### config.mk
export PLATFORM = sky130hd
export DESIGN_NAME = wash_sequencer
export DESIGN_NICKNAME = d
export VERILOG_FILES = /design/src/rtl/wash_sequencer.sv
export SDC_FILE = /design/constraint.sdc
export NUM_CORES = 1
export LEC_CHECK = 0
export BUFFER_PORTS_ARGS = -buffer_cell sky130_fd_sc_hd__buf_2
export CORE_MARGIN = 10
export CORE_UTILIZATION = 60
export DETAILED_ROUTE_END_ITERATION = 12
export GPL_ROUTABILITY_DRIVEN = 0
export PLACE_DENSITY = 0.79
export SYNTH_ARGS = -nofsm -noshare
export SYNTH_HDL_FRONTEND = slang
export SYNTH_SLANG_ARGS = --single-unit
### constraint.sdc
create_clock -name clk -period 4.5 [get_ports clk]
set_input_delay 0.45 -clock clk [delete_from_list [all_inputs] [get_ports clk]]
set_output_delay 0.45 -clock clk [all_outputs]
set_load 0.05 [all_outputs]
### src/rtl/wash_sequencer.sv
// Washing-machine sequencer: fill/agitate/drain passes, final spin, abort drain.
// Optional PAUSE_EN adds a pause input that freezes the running program.
module wash_sequencer #(
   parameter int CNT_W       = 16,
   parameter int FILL_TICKS  = 8,
   parameter int WASH_TICKS  = 32,
   parameter int DIR_TICKS   = 6,
   parameter int REST_TICKS  = 2,
   parameter int DRAIN_TICKS = 8,
   parameter int SPIN_TICKS  = 16,
   parameter int NUM_RINSE   = 1
) (
   input  logic       clk,
   input  logic       rst_n,
   input  logic       start,
   input  logic       abort,
`ifdef PAUSE_EN
   input  logic       pause,
`endif
   input  logic [1:0] mode,
   output logic       ctrl_fill,
   output logic       ctrl_release,
   output logic       ctrl_forward,
   output logic       ctrl_reverse,
   output logic       busy,
   output logic       done,
   output logic [2:0] phase,
   output logic [2:0] pass_idx
);

   typedef enum logic [2:0] {
      S_IDLE  = 3'd0,
      S_FILL  = 3'd1,
      S_WASH  = 3'd2,
      S_DRAIN = 3'd3,
      S_SPIN  = 3'd4,
      S_ABORT = 3'd5
   } state_e;

   localparam logic [1:0] M_NORMAL    = 2'd0;
   localparam logic [1:0] M_QUICK     = 2'd1;
   localparam logic [1:0] M_RINSE     = 2'd2;
   localparam logic [1:0] M_SPIN_ONLY = 2'd3;

   localparam int               PERIOD_I = 2 * DIR_TICKS + 2 * REST_TICKS;
   localparam logic [CNT_W-1:0] ONE      = CNT_W'(1);
   localparam logic [CNT_W-1:0] PERIOD   = (PERIOD_I == 0) ? ONE : CNT_W'(PERIOD_I);
   localparam logic [CNT_W-1:0] FWD_END  = CNT_W'(DIR_TICKS);
   localparam logic [CNT_W-1:0] REV_BEG  = CNT_W'(DIR_TICKS + REST_TICKS);
   localparam logic [CNT_W-1:0] REV_END  = CNT_W'(2 * DIR_TICKS + REST_TICKS);
   localparam int               MAX_SKIP = 28;

   state_e           state_q, state_d;
   logic [1:0]       mode_q, mode_d;
   logic [2:0]       pass_q, pass_d;
   logic [CNT_W-1:0] cnt_q, cnt_d;
   logic [CNT_W-1:0] sub_q, sub_d;
   logic             done_q, done_d;
   logic             pause_q, pause_d;
   logic             pause_in;

`ifdef PAUSE_EN
   assign pause_in = pause;
`else
   assign pause_in = 1'b0;
`endif

   function automatic logic [CNT_W-1:0] dur_of(input state_e s, input logic [1:0] m);
      logic [CNT_W-1:0] d;
      case (s)
         S_FILL:          d = CNT_W'(FILL_TICKS);
         S_WASH:          d = (m == M_QUICK) ? CNT_W'(WASH_TICKS >> 1) : CNT_W'(WASH_TICKS);
         S_DRAIN, S_ABORT: d = CNT_W'(DRAIN_TICKS);
         S_SPIN:          d = CNT_W'(SPIN_TICKS);
         default:         d = '0;
      endcase
      return d;
   endfunction

   function automatic logic [3:0] npass(input logic [1:0] m);
      logic [3:0] n;
      case (m)
         M_NORMAL: n = 4'(NUM_RINSE + 1);
         M_QUICK:  n = 4'd1;
         M_RINSE:  n = 4'(NUM_RINSE);
         default:  n = 4'd0;
      endcase
      return n;
   endfunction

   function automatic state_e first_of(input logic [1:0] m);
      state_e s;
      if (m == M_SPIN_ONLY)     s = S_DRAIN;
      else if (npass(m) == 4'd0) s = S_SPIN;
      else                      s = S_FILL;
      return s;
   endfunction

   // Program order: pass = FILL, WASH, DRAIN; last drain leads to SPIN, SPIN to IDLE.
   function automatic void succ(input state_e s, input logic [2:0] p, input logic [1:0] m,
                                output state_e ns, output logic [2:0] np);
      ns = S_IDLE;
      np = p;
      case (s)
         S_FILL:  ns = S_WASH;
         S_WASH:  ns = S_DRAIN;
         S_DRAIN: begin
            if (m != M_SPIN_ONLY && ({1'b0, p} + 4'd1) < npass(m)) begin
               ns = S_FILL;
               np = p + 3'd1;
            end else begin
               ns = S_SPIN;
            end
         end
         default: ns = S_IDLE;
      endcase
   endfunction

   logic [CNT_W-1:0] cur_dur;
   logic             expire;
   logic             live;
   logic             adv;
   state_e           tgt;
   logic [2:0]       tgt_pass;

   always_comb begin
      state_d  = state_q;
      mode_d   = mode_q;
      pass_d   = pass_q;
      cnt_d    = cnt_q;
      sub_d    = sub_q;
      done_d   = 1'b0;
      adv      = 1'b0;
      tgt      = S_IDLE;
      tgt_pass = pass_q;
      cur_dur  = dur_of(state_q, mode_q);
      expire   = (cur_dur == '0) || (cnt_q >= cur_dur - ONE);
      live     = !pause_q || (state_q == S_ABORT);

      if (state_q == S_IDLE) begin
         if (start && !abort) begin
            mode_d   = mode;
            adv      = 1'b1;
            tgt      = first_of(mode);
            tgt_pass = '0;
         end
      end else if (abort && state_q != S_ABORT) begin
         cnt_d = '0;
         sub_d = '0;
         if (DRAIN_TICKS == 0) begin
            state_d = S_IDLE;
            pass_d  = '0;
         end else begin
            state_d = S_ABORT;
         end
      end else if (live) begin
         if (expire) begin
            if (state_q == S_ABORT) begin
               state_d = S_IDLE;
               pass_d  = '0;
               cnt_d   = '0;
               sub_d   = '0;
            end else begin
               adv = 1'b1;
               succ(state_q, pass_q, mode_q, tgt, tgt_pass);
            end
         end else begin
            cnt_d = cnt_q + ONE;
            sub_d = (sub_q >= PERIOD - ONE) ? '0 : sub_q + ONE;
         end
      end

      // Zero-length phases are stepped over within the same edge.
      if (adv) begin
         for (int i = 0; i < MAX_SKIP; i++) begin
            if (tgt != S_IDLE && dur_of(tgt, mode_d) == '0)
               succ(tgt, tgt_pass, mode_d, tgt, tgt_pass);
         end
         state_d = tgt;
         pass_d  = (tgt == S_IDLE) ? 3'd0 : tgt_pass;
         cnt_d   = '0;
         sub_d   = '0;
         done_d  = (tgt == S_IDLE);
      end

      pause_d = pause_in && (state_d inside {S_FILL, S_WASH, S_DRAIN, S_SPIN});
   end

   always_ff @(posedge clk or negedge rst_n) begin
      if (!rst_n) begin
         state_q <= S_IDLE;
         mode_q  <= '0;
         pass_q  <= '0;
         cnt_q   <= '0;
         sub_q   <= '0;
         done_q  <= 1'b0;
         pause_q <= 1'b0;
      end else begin
         state_q <= state_d;
         mode_q  <= mode_d;
         pass_q  <= pass_d;
         cnt_q   <= cnt_d;
         sub_q   <= sub_d;
         done_q  <= done_d;
         pause_q <= pause_d;
      end
   end

   // Motor lines come only from the wash pattern or spin, so they never overlap.
   always_comb begin
      ctrl_fill    = 1'b0;
      ctrl_release = 1'b0;
      ctrl_forward = 1'b0;
      ctrl_reverse = 1'b0;
      if (!pause_q) begin
         case (state_q)
            S_FILL:           ctrl_fill = 1'b1;
            S_WASH: begin
               ctrl_forward = (sub_q < FWD_END);
               ctrl_reverse = (sub_q >= REV_BEG) && (sub_q < REV_END);
            end
            S_DRAIN, S_ABORT: ctrl_release = 1'b1;
            S_SPIN: begin
               ctrl_release = 1'b1;
               ctrl_forward = 1'b1;
            end
            default: ;
         endcase
      end
   end

   assign busy     = (state_q != S_IDLE);
   assign done     = done_q;
   assign phase    = state_q;
   assign pass_idx = pass_q;

endmodule

==> flow_summary.json <==
{
  "status": "complete, no violations",
  "relSlewSlack_pct": 40.2,
  "overflow": 0,
  "final_util_pct": 68.1,
  "setup_tns_ns": 0,
  "hold_class": "in2async",
  "fin_crit_ns": 4.10,
  "ios": 18,
  "clock_latency_ns": 0.30,
  "period_share_pct": 91.2,
  "critPathLaunchType": "flop",
  "cellPowerDensity_mw_per_mm2": 532,
  "reg2regPathDepth": 14,
  "cts_buffers": 5,
  "grt_start_max_net_pins": 42,
  "yosysTopAreaCell": "dfrtp_1",
  "syn_inst": 288,
  "yosysTopAreaCellShare_pct": 39.5,
  "drt_iter0_markers": 189,
  "ctsResizeCount": 0,
  "grt_pass1_wl_mm": 9.79,
  "cts_hold_buf": 0,
  "num-fill-cells": 325,
  "maxCapViolCount": 0,
  "cts_setup_buffers": 0,
  "row_count": 23,
  "vdd_drop_max_mv": 0.307,
  "grt_pass1_vias": 2096,
  "final_nets": 322,
  "drcViolationCount": 0,
  "syn-cell-area_sq_mm": 0.00260,
  "antenna_found_initial": 0,
  "coreArea_sq_mm": 0.00409,
  "fp.dieW_microns": 85.8,
  "clock_skew_ns": 0.00785,
  "hold_violations": 0,
  "cp_max_fo": 15,
  "antenna_left": 0,
  "design_area_sq_mm": 0.00278,
  "synth_cell_types": 49,
  "clkTransAtPathRegs_ns": 0.08,
  "setup_viol": 0,
  "dp_hpwl_mm": 4.00,
  "final_cell_mix": "nor2_1, dfrtp_1, nand2_1",
  "worstReg2RegEnd": "phase[0]",
  "critPathRequiredTime_ns": 4.69,
  "dieArea_sq_mm": 0.00736,
  "cts-root-buf": "clkbuf_8",
  "drive_gt1_share_pct": 10.8,
  "cp.arrival_ns": 4.29,
  "drt-total-wl_mm": 5.37,
  "cts_tree": "done",
  "leakage_nw": 1.28,
  "ys_top_cells_by_area": "dfrtp_1, ha_1, nor2_1, nand2_1, xor2_1",
  "drv_slew": 0,
  "synthFlopType": "dfrtp_1",
  "dr.pass1.iters": 4,
  "cts_buffer_depth": 2,
  "fp.dieH_microns": 85.8,
  "grt_setup_unrepaired": "no",
  "routedWlPerCell_microns": 15.6,
  "synth_seq_cells": 41,
  "yosysSeqAreaShare_pct": 39.5,
  "cts_sinks": 41,
  "place_area_sq_mm": 0.00266,
  "diodes": 0,
  "htree_num_levels": 2,
  "crit_type": "reg2reg",
  "via_count": 2022,
  "r2r_start": "phase[2]",
  "start_util_pct": 63.6,
  "yosys_warnings": 0,
  "tightest_slew_ns": 0.897,
  "area_delta_synth_final_pct": 7.13,
  "async_reset_ff_share_pct": 100,
  "syn_nets": 316,
  "end_kind": "flop",
  "ff2ff_setup_slack_ns": 0.40,
  "portBuffers": 17,
  "grt_usage_pct": 16.0,
  "postSynthAreaPerCell_sq_um": 9.02,
  "max_freq_mhz": 244,
  "drt-vias-per-instance": 5.86,
  "synth-edff-count": 0
}
worst max-delay path, cell delays in order (launching register included):
cell       delay, ns
dfrtp_1         0.58
inv_1           0.12
nor2_1          0.16
a21oi_1         0.05
or2_2           0.27
ha_1            0.18
ha_1            0.23
inv_1           0.17
ha_1            0.28
a41oi_1         0.21
o21ai_1         0.13
a2111oi_4       0.52
o2111a_1        0.51
nor2_2          0.22
o2bb2a_1        0.36
synthesized netlist by cell type, drive strengths merged, types with 2 or more instances:
cell / instances
nor2b: 5
or3: 2
o221ai: 2
nand4: 11
clkbuf: 13
buf: 5
nand2: 30
and4: 2
a32o: 2
and3: 6
and2: 4
a2111oi: 2
nor3: 3
xor2: 11
nand3: 8
a21oi: 13
ha: 22
nor2: 42
nor4: 4
o21ai: 10
a31oi: 2
mux2i: 3
xnor2: 9
dfrtp: 41
inv: 16
nand2b: 3
a41oi: 2
per-stage QoR:
step           std cells  worst slack [ns]  power [W]  hold WS [ns]
3_3_place_gp         337             0.570    0.00114         0.497
6_report             345             0.396    0.00148         0.267
3_5_place_dp         337             0.428    0.00117         0.508
5_1_grt              345            0.0770    0.00159         0.322
2_1_floorplan        288             0.584    0.00103         0.154
4_1_cts              345             0.412    0.00148         0.303
cells by family (layout without fill, tap and decap cells):
family                   Yosys count  in the layout  share of synthesized area [%]
buffers and inverters             34             41                           5.49
adder cells (fa/ha/maj)           22             22                           10.6
AND/OR/NAND/NOR                  125            125                           23.7
multiplexers                       3              3                           1.16
XOR/XNOR                          20             20                           6.74
AO/OA/AOI/OAI                     43             43                           12.8
flip-flops                        41             41                           39.5
registers in the layout (all words and copies together) (netlist names):
register  cells
cnt_q        16
sub_q        16
pass_idx      3
phase         3
mode_q        2
done          1
power by group:
group	internal (W)	total [W]	switching, W
clock	0.000180	0.000314	0.000134
sequential	0.000411	0.000488	0.0000771
combinational	0.000211	0.000677	0.000466
metal layers:
layer / track usage, % / wire (microns) / up-vias
met1: 19.1 / 2410 / 965
li1: - / - / 1007
met3: 4.16 / 215 / 10
met4: 6.44 / 102 / 0
met2: 26.7 / 2640 / 40
met5: 0 / 0 / -
layout make-up:
class	instances	area (sq um)	area share, %
multi-input combinational	213	1430	51.3
sequential	41	1030	36.9
timing repair buffer	17	85.1	3.06
clock buffer	6	82.6	2.97
tap	50	62.6	2.25
inverter	16	60.1	2.16
clock inverter	2	37.5	1.35
how the worst max path moves through the flow:
stage	start	to	slack, ns	cells past startpoint
6_report	phase[2]	phase[0]	0.40	14
5_1_grt	phase[2]	phase[0]	0.08	14
4_1_cts	phase[2]	phase[0]	0.41	14
3_5_place_dp	phase[2]	phase[0]	0.43	14
3_3_place_gp	phase[2]	phase[0]	0.57	14
2_1_floorplan	phase[2]	phase[0]	0.58	16
Power figures use the tool's default switching activity.
